File: src/rtl/bus_codes_pkg.sv
// Shared bus codes for the 32-source datapath bus: widths, destination/source
// codes, read-only mask and the loader state type.
package bus_codes_pkg;
  localparam int DATA_W   = 32;
  localparam int SEL_W    = 5;
  localparam int NUM_DEST = 32;

  localparam logic [SEL_W-1:0] CODE_R0  = 5'd0,  CODE_R1  = 5'd1,  CODE_R2  = 5'd2,  CODE_R3  = 5'd3;
  localparam logic [SEL_W-1:0] CODE_R4  = 5'd4,  CODE_R5  = 5'd5,  CODE_R6  = 5'd6,  CODE_R7  = 5'd7;
  localparam logic [SEL_W-1:0] CODE_R8  = 5'd8,  CODE_R9  = 5'd9,  CODE_R10 = 5'd10, CODE_R11 = 5'd11;
  localparam logic [SEL_W-1:0] CODE_R12 = 5'd12, CODE_R13 = 5'd13, CODE_R14 = 5'd14, CODE_R15 = 5'd15;
  localparam logic [SEL_W-1:0] CODE_HI  = 5'd16, CODE_LO  = 5'd17, CODE_ZHI = 5'd18, CODE_ZLO = 5'd19;
  localparam logic [SEL_W-1:0] CODE_PC  = 5'd20, CODE_MDR = 5'd21, CODE_INPORT = 5'd22, CODE_C = 5'd23;
  localparam logic [SEL_W-1:0] CODE_R24 = 5'd24, CODE_R25 = 5'd25, CODE_R26 = 5'd26, CODE_R27 = 5'd27;
  localparam logic [SEL_W-1:0] CODE_R28 = 5'd28, CODE_R29 = 5'd29, CODE_R30 = 5'd30, CODE_R31 = 5'd31;

  // ZHI, ZLO, InPort and C are owned by other units and never loaded from the bus
  localparam logic [NUM_DEST-1:0] RO_MASK_DEF = 32'h00CC_0000;

  typedef enum logic {IDLE, PEND} state_e;

  typedef struct packed {
    logic [SEL_W-1:0]  sel;
    logic [DATA_W-1:0] data;
  } pend_t;
endpackage

File: src/rtl/bus_dest_loader_if.sv
// Write-side handshake bundle of the bus destination loader.
interface bus_dest_loader_if #(parameter int DATA_W = 32, parameter int SEL_W = 5);
  logic [DATA_W-1:0] bus_data;
  logic              wr_valid;
  logic [SEL_W-1:0]  wr_sel;
  logic              wr_ready;
  logic              hold;
  logic              wr_err;
  logic              busy;

  modport master (output bus_data, wr_valid, wr_sel, hold, input wr_ready, wr_err, busy);
  modport slave  (input bus_data, wr_valid, wr_sel, hold, output wr_ready, wr_err, busy);
endinterface

File: src/rtl/bus_dest_loader_decoder_5_32.sv
// 5-to-32 one-hot load-enable decode of the pending destination, gated by commit.
module decoder_5_32
  import bus_codes_pkg::*;
(
  input  logic [SEL_W-1:0]    sel,
  input  logic                en,
  output logic [NUM_DEST-1:0] ld
);
  always_comb begin
    ld = '0;
    if (en) ld[sel] = 1'b1;
  end
endmodule

File: src/rtl/bus_dest_loader.sv
// Bus destination loader: one-entry pending stage feeding 32 destination registers.
// Optional BUS_DEST_R0_ZERO_EN makes R0 a constant-zero register.
module bus_dest_loader
  import bus_codes_pkg::*;
#(
  parameter logic [NUM_DEST-1:0] RO_MASK = RO_MASK_DEF
) (
  input  logic                             clk,
  input  logic                             clr,
  bus_dest_loader_if.slave                 bif,
  input  logic [SEL_W-1:0]                 rd_sel,
  output logic [DATA_W-1:0]                rd_data,
  output logic [NUM_DEST-1:0][DATA_W-1:0]  reg_q
);
  state_e state, state_nxt;
  pend_t  pend, pend_nxt;
  logic   accept, commit, wr_err_q;
  logic [NUM_DEST-1:0]             ld;
  logic [NUM_DEST-1:0][DATA_W-1:0] regs;

  function automatic logic writable(input logic [SEL_W-1:0] s);
    writable = !RO_MASK[s];
`ifdef BUS_DEST_R0_ZERO_EN
    if (s == CODE_R0) writable = 1'b0;
`endif
  endfunction

  // Stage frees itself on the same edge it commits, so only a held entry blocks
  assign bif.wr_ready = (state == IDLE) || !bif.hold;
  assign accept       = bif.wr_valid && bif.wr_ready;
  assign commit       = (state == PEND) && !bif.hold;
  assign bif.busy     = (state == PEND);
  assign bif.wr_err   = wr_err_q;

  always_comb begin
    state_nxt = state;
    pend_nxt  = pend;
    case (state)
      IDLE: if (accept) begin
        state_nxt = PEND;
        pend_nxt  = '{sel: bif.wr_sel, data: bif.bus_data};
      end
      PEND: begin
        if (accept) pend_nxt = '{sel: bif.wr_sel, data: bif.bus_data};
        else if (commit) state_nxt = IDLE;
      end
      default: state_nxt = IDLE;
    endcase
  end

  always_ff @(posedge clk or negedge clr) begin
    if (!clr) begin
      state    <= IDLE;
      pend     <= '0;
      wr_err_q <= 1'b0;
    end else begin
      state    <= state_nxt;
      pend     <= pend_nxt;
      wr_err_q <= accept && RO_MASK[bif.wr_sel];
    end
  end

  decoder_5_32 u_dec (
    .sel (pend.sel),
    .en  (commit && writable(pend.sel)),
    .ld  (ld)
  );

  always_ff @(posedge clk or negedge clr) begin
    if (!clr) regs <= '0;
    else
      for (int i = 0; i < NUM_DEST; i++)
        if (ld[i]) regs[i] <= pend.data;
  end

  assign reg_q   = regs;
  assign rd_data = (bif.busy && pend.sel == rd_sel && writable(rd_sel)) ? pend.data : regs[rd_sel];
endmodule

File: src/flat_wrapper.sv
// flat-port wrapper written by rule: the top's interface ports become plain ports
module bus_dest_loader_flat import bus_codes_pkg::*;
#(
  parameter logic [NUM_DEST-1:0] RO_MASK = RO_MASK_DEF
)
  (clk, clr, rd_sel, rd_data, reg_q, bif_bus_data, bif_wr_valid, bif_wr_sel, bif_hold, bif_wr_ready, bif_wr_err, bif_busy);
  bus_dest_loader_if #(.DATA_W(32), .SEL_W(5)) bif_i ();
  input  logic clk;
  input  logic clr;
  input  logic [SEL_W-1:0] rd_sel;
  output logic [DATA_W-1:0] rd_data;
  output logic [NUM_DEST-1:0][DATA_W-1:0] reg_q;
  input wire logic [$bits(bif_i.bus_data)-1:0] bif_bus_data;
  input wire logic [$bits(bif_i.wr_valid)-1:0] bif_wr_valid;
  input wire logic [$bits(bif_i.wr_sel)-1:0] bif_wr_sel;
  input wire logic [$bits(bif_i.hold)-1:0] bif_hold;
  output wire logic [$bits(bif_i.wr_ready)-1:0] bif_wr_ready;
  output wire logic [$bits(bif_i.wr_err)-1:0] bif_wr_err;
  output wire logic [$bits(bif_i.busy)-1:0] bif_busy;
  assign bif_i.bus_data = bif_bus_data;
  assign bif_i.wr_valid = bif_wr_valid;
  assign bif_i.wr_sel = bif_wr_sel;
  assign bif_i.hold = bif_hold;
  assign bif_wr_ready = bif_i.wr_ready;
  assign bif_wr_err = bif_i.wr_err;
  assign bif_busy = bif_i.busy;
  bus_dest_loader #(.RO_MASK(RO_MASK)) u_core (.clk(clk), .clr(clr), .bif(bif_i), .rd_sel(rd_sel), .rd_data(rd_data), .reg_q(reg_q));
endmodule
File: config.mk
export PLATFORM = sky130hd
export DESIGN_NAME = bus_dest_loader_flat
export DESIGN_NICKNAME = d
export VERILOG_FILES = /design/src/rtl/bus_codes_pkg.sv /design/src/rtl/bus_dest_loader_if.sv /design/src/rtl/bus_dest_loader_decoder_5_32.sv /design/src/rtl/bus_dest_loader.sv /design/src/flat_wrapper.sv
export SDC_FILE = /design/constraint.sdc
export NUM_CORES = 1
export LEC_CHECK = 0
export CORE_AREA = 2 2 424 426
export DETAILED_ROUTE_END_ITERATION = 7
export DIE_AREA = 0 0 426 428
export PLACE_DENSITY = 0.52
export REMOVE_ABC_BUFFERS = 1
export SYNTH_ARGS = -nofsm -noshare
export SYNTH_HDL_FRONTEND = slang
export SYNTH_SLANG_ARGS = --single-unit
File: constraint.sdc
create_clock -name clk -period 7.6 [get_ports clk]
set_input_delay 1.52 -clock clk [delete_from_list [all_inputs] [get_ports clk]]
set_output_delay 1.52 -clock clk [all_outputs]
set_load 0.1 [all_outputs]
==> flow_metrics.tcl <==
set metrics [dict create \
    status "completed" \
    grt_max_degree 157 \
    max_stage_delay_ns 1.06 \
    critPathBufInv 2 \
    hold_viol_final 0 \
    yosysTopAreaCell "dfrtp_1" \
    final_max_slew_viol_count 0 \
    critPathLaunch "rd_sel[3]" \
    cts_buffers 131 \
    vias 32787 \
    drive_gt1_frac 0.413 \
    yosysTopAreaCellShare 0.566 \
    hold_path.class "flop to flop" \
    dpl.hpwl_um 168000 \
    setup_viol 0 \
    dieArea_mm2 0.182 \
    grt_pass1_vias 32582 \
    crit_type "input port to primary output" \
    postRouteAntennaNets 0 \
    first_pass_iters 4 \
    post_drt_wl_per_cell_um 36.3 \
    synth_edf_count 0 \
    synth.yosys.seq_area_share 0.566 \
    hold_path.startpoint "u_core.reg_q[719]" \
    max_cap_viol_count 0 \
    clock_path_buffers 3 \
    avgSynthCellArea_um2 15.8 \
    max_freq_ghz 0.150 \
    via_per_inst 5.16 \
    whs_path_depth 0 \
    die_y_um 428 \
    whs_endpoint "u_core.reg_q[719]" \
    crit_family "compound AO/OA/AOI/OAI gates" \
    start_util 0.264 \
    timing.rr.end "u_core.reg_q[497]" \
    tightest_slew_ns 1.26 \
    required_ns 6.08 \
    fin_hold_ws_ns 0.392 \
    synth_cell_types 41 \
    cp-start-kind "input port" \
    portBuffers 1104 \
    drt_iter0_markers 2652 \
    path_clk_slew_ns 0.05 \
    post_cts_buffers 0 \
    remaining_drc_errors 0 \
    cts_tree "yes" \
    ys_top_cells_by_count "1063 x dfrtp_1, 985 x mux2_2, 267 x clkbuf_1" \
    r2r_slack_ns 4.32 \
    crit_slowest_cell "clkdlybuf4s50_1" \
    syn_area_mm2 0.0470 \
    synth_top_flop_cell "dfrtp_1" \
    fin_nets 3943 \
    period_minus_slack_ns 6.67 \
    slew_headroom 0.157 \
    fin_skew_ns 0.0370 \
    critPathCaptureType "primary output" \
    cts_resized 0 \
    ys_async_sr_fraction 1.00 \
    clock_latency_ns 0.79 \
    rr_startpoint "u_core.pend[35]" \
    fin_util 0.365 \
    core_mm2 0.178 \
    rr_worst_depth 5 \
    antenna_found_initial 22 \
    synth_most_common_cell "dfrtp_1" \
    yosys_warnings 0 \
    rsz0062_at_grt "no" \
    num_io_pins 1105 \
    finalSetupTns_ns 0 \
    cp_max_fo 31 \
    syn_inst 2967 \
    cts.sinks 1063 \
    routabilityCongestion 0.899 \
    path_cells "clkdlybuf4s50_1 > or3b_2 > o22a_1 > o221ai_1 > o31ai_1 > buf_12" \
    cts_hold_buf 0 \
    rows 155 \
    synth_area_leaders "dfrtp_1 57%, mux2_2 24%, mux4_2 12%" \
    drt-total-wl_um 230000 \
    h-tree-depth 4 \
    ys_ff_latch 1063 \
    grt_remaining_overflow 0 \
    die_width_um 426 \
    area_delta_synth_final_pct 37.9 \
    timing.final.crit_share 0.878 \
    cts_root_buffer "clkbuf_16" \
    cp.arrival_ns 5.15 \
    grt_pass1_wl_um 309000 \
    track_usage 0.248 \
]
-- cells in the final DEF (no fill, tap or decap), drive strengths merged, types with 5 or more instances in the layout --
master,Yosys,final
mux4,257,257
nand2b,5,5
mux2,994,994
o211ai,32,32
dfrtp,1063,1063
clkinv,0,16
nand3b,5,5
inv,1,7
clkdlybuf4s50,0,1039
bufinv,0,6
o22ai,31,31
diode,0,13
nor2,11,11
clkbuf,267,196
nand2,24,24
o31ai,31,31
o221ai,31,31
o22a,31,31
buf,150,175
-- registers in the layout, summed over array words and instances, names as in the netlist --
register / cells
u_core.pend: 37
u_core.reg_q: 1024
u_core.bif.busy: 1
u_core.bif.wr_err: 1
-- worst max-delay path by stage --
stage                       to  cells after the start
detailed placement  rd_data[0]                      6
global placement    rd_data[0]                      6
CTS                 rd_data[0]                      6
finish              rd_data[0]                      6
floorplan           rd_data[0]                      4
global route        rd_data[0]                      6
-- cell families after synthesis --
group | count (synthesis) | share of synthesized area
xor+xnor | 4 | 0.000746
simple gates | 69 | 0.00812
buf+inv | 418 | 0.0369
mux | 1251 | 0.361
flops | 1063 | 0.566
compound gates | 162 | 0.0266
-- final cells by class --
class	count	area, um2
well taps	2355	2950
inverters	1	3.75
fillers	17316	113000
repair buffers	1214	12200
flip-flops and latches	1063	26600
diodes	13	32.5
clock buffers	196	3850
clock inverters	29	399
multi-input cells	1486	18800
-- routing by layer --
metal	vias up	GRT usage	wire (um)	share of wire
li1	12902	-	-	-
met3	334	0.0566	15900	0.069
met4	0	0.101	10500	0.045
met2	1388	0.384	107000	0.46
met5	-	0	0	0
met1	18163	0.333	97500	0.42
-- stage by stage --
stage / instance area [um2] / worst slack [ns] / cells
floorplan: 45300 / 1.09 / 2550
global placement: 60500 / 1.08 / 6119
detailed placement: 60500 / 0.984 / 6119
CTS: 64800 / 0.968 / 6344
global route: 64800 / 0.936 / 6347
finish: 64800 / 0.925 / 6357
Power is left out: the tool's default activity adds up to more than one toggle a clock period on the data nets, which glitch-free logic cannot reach.
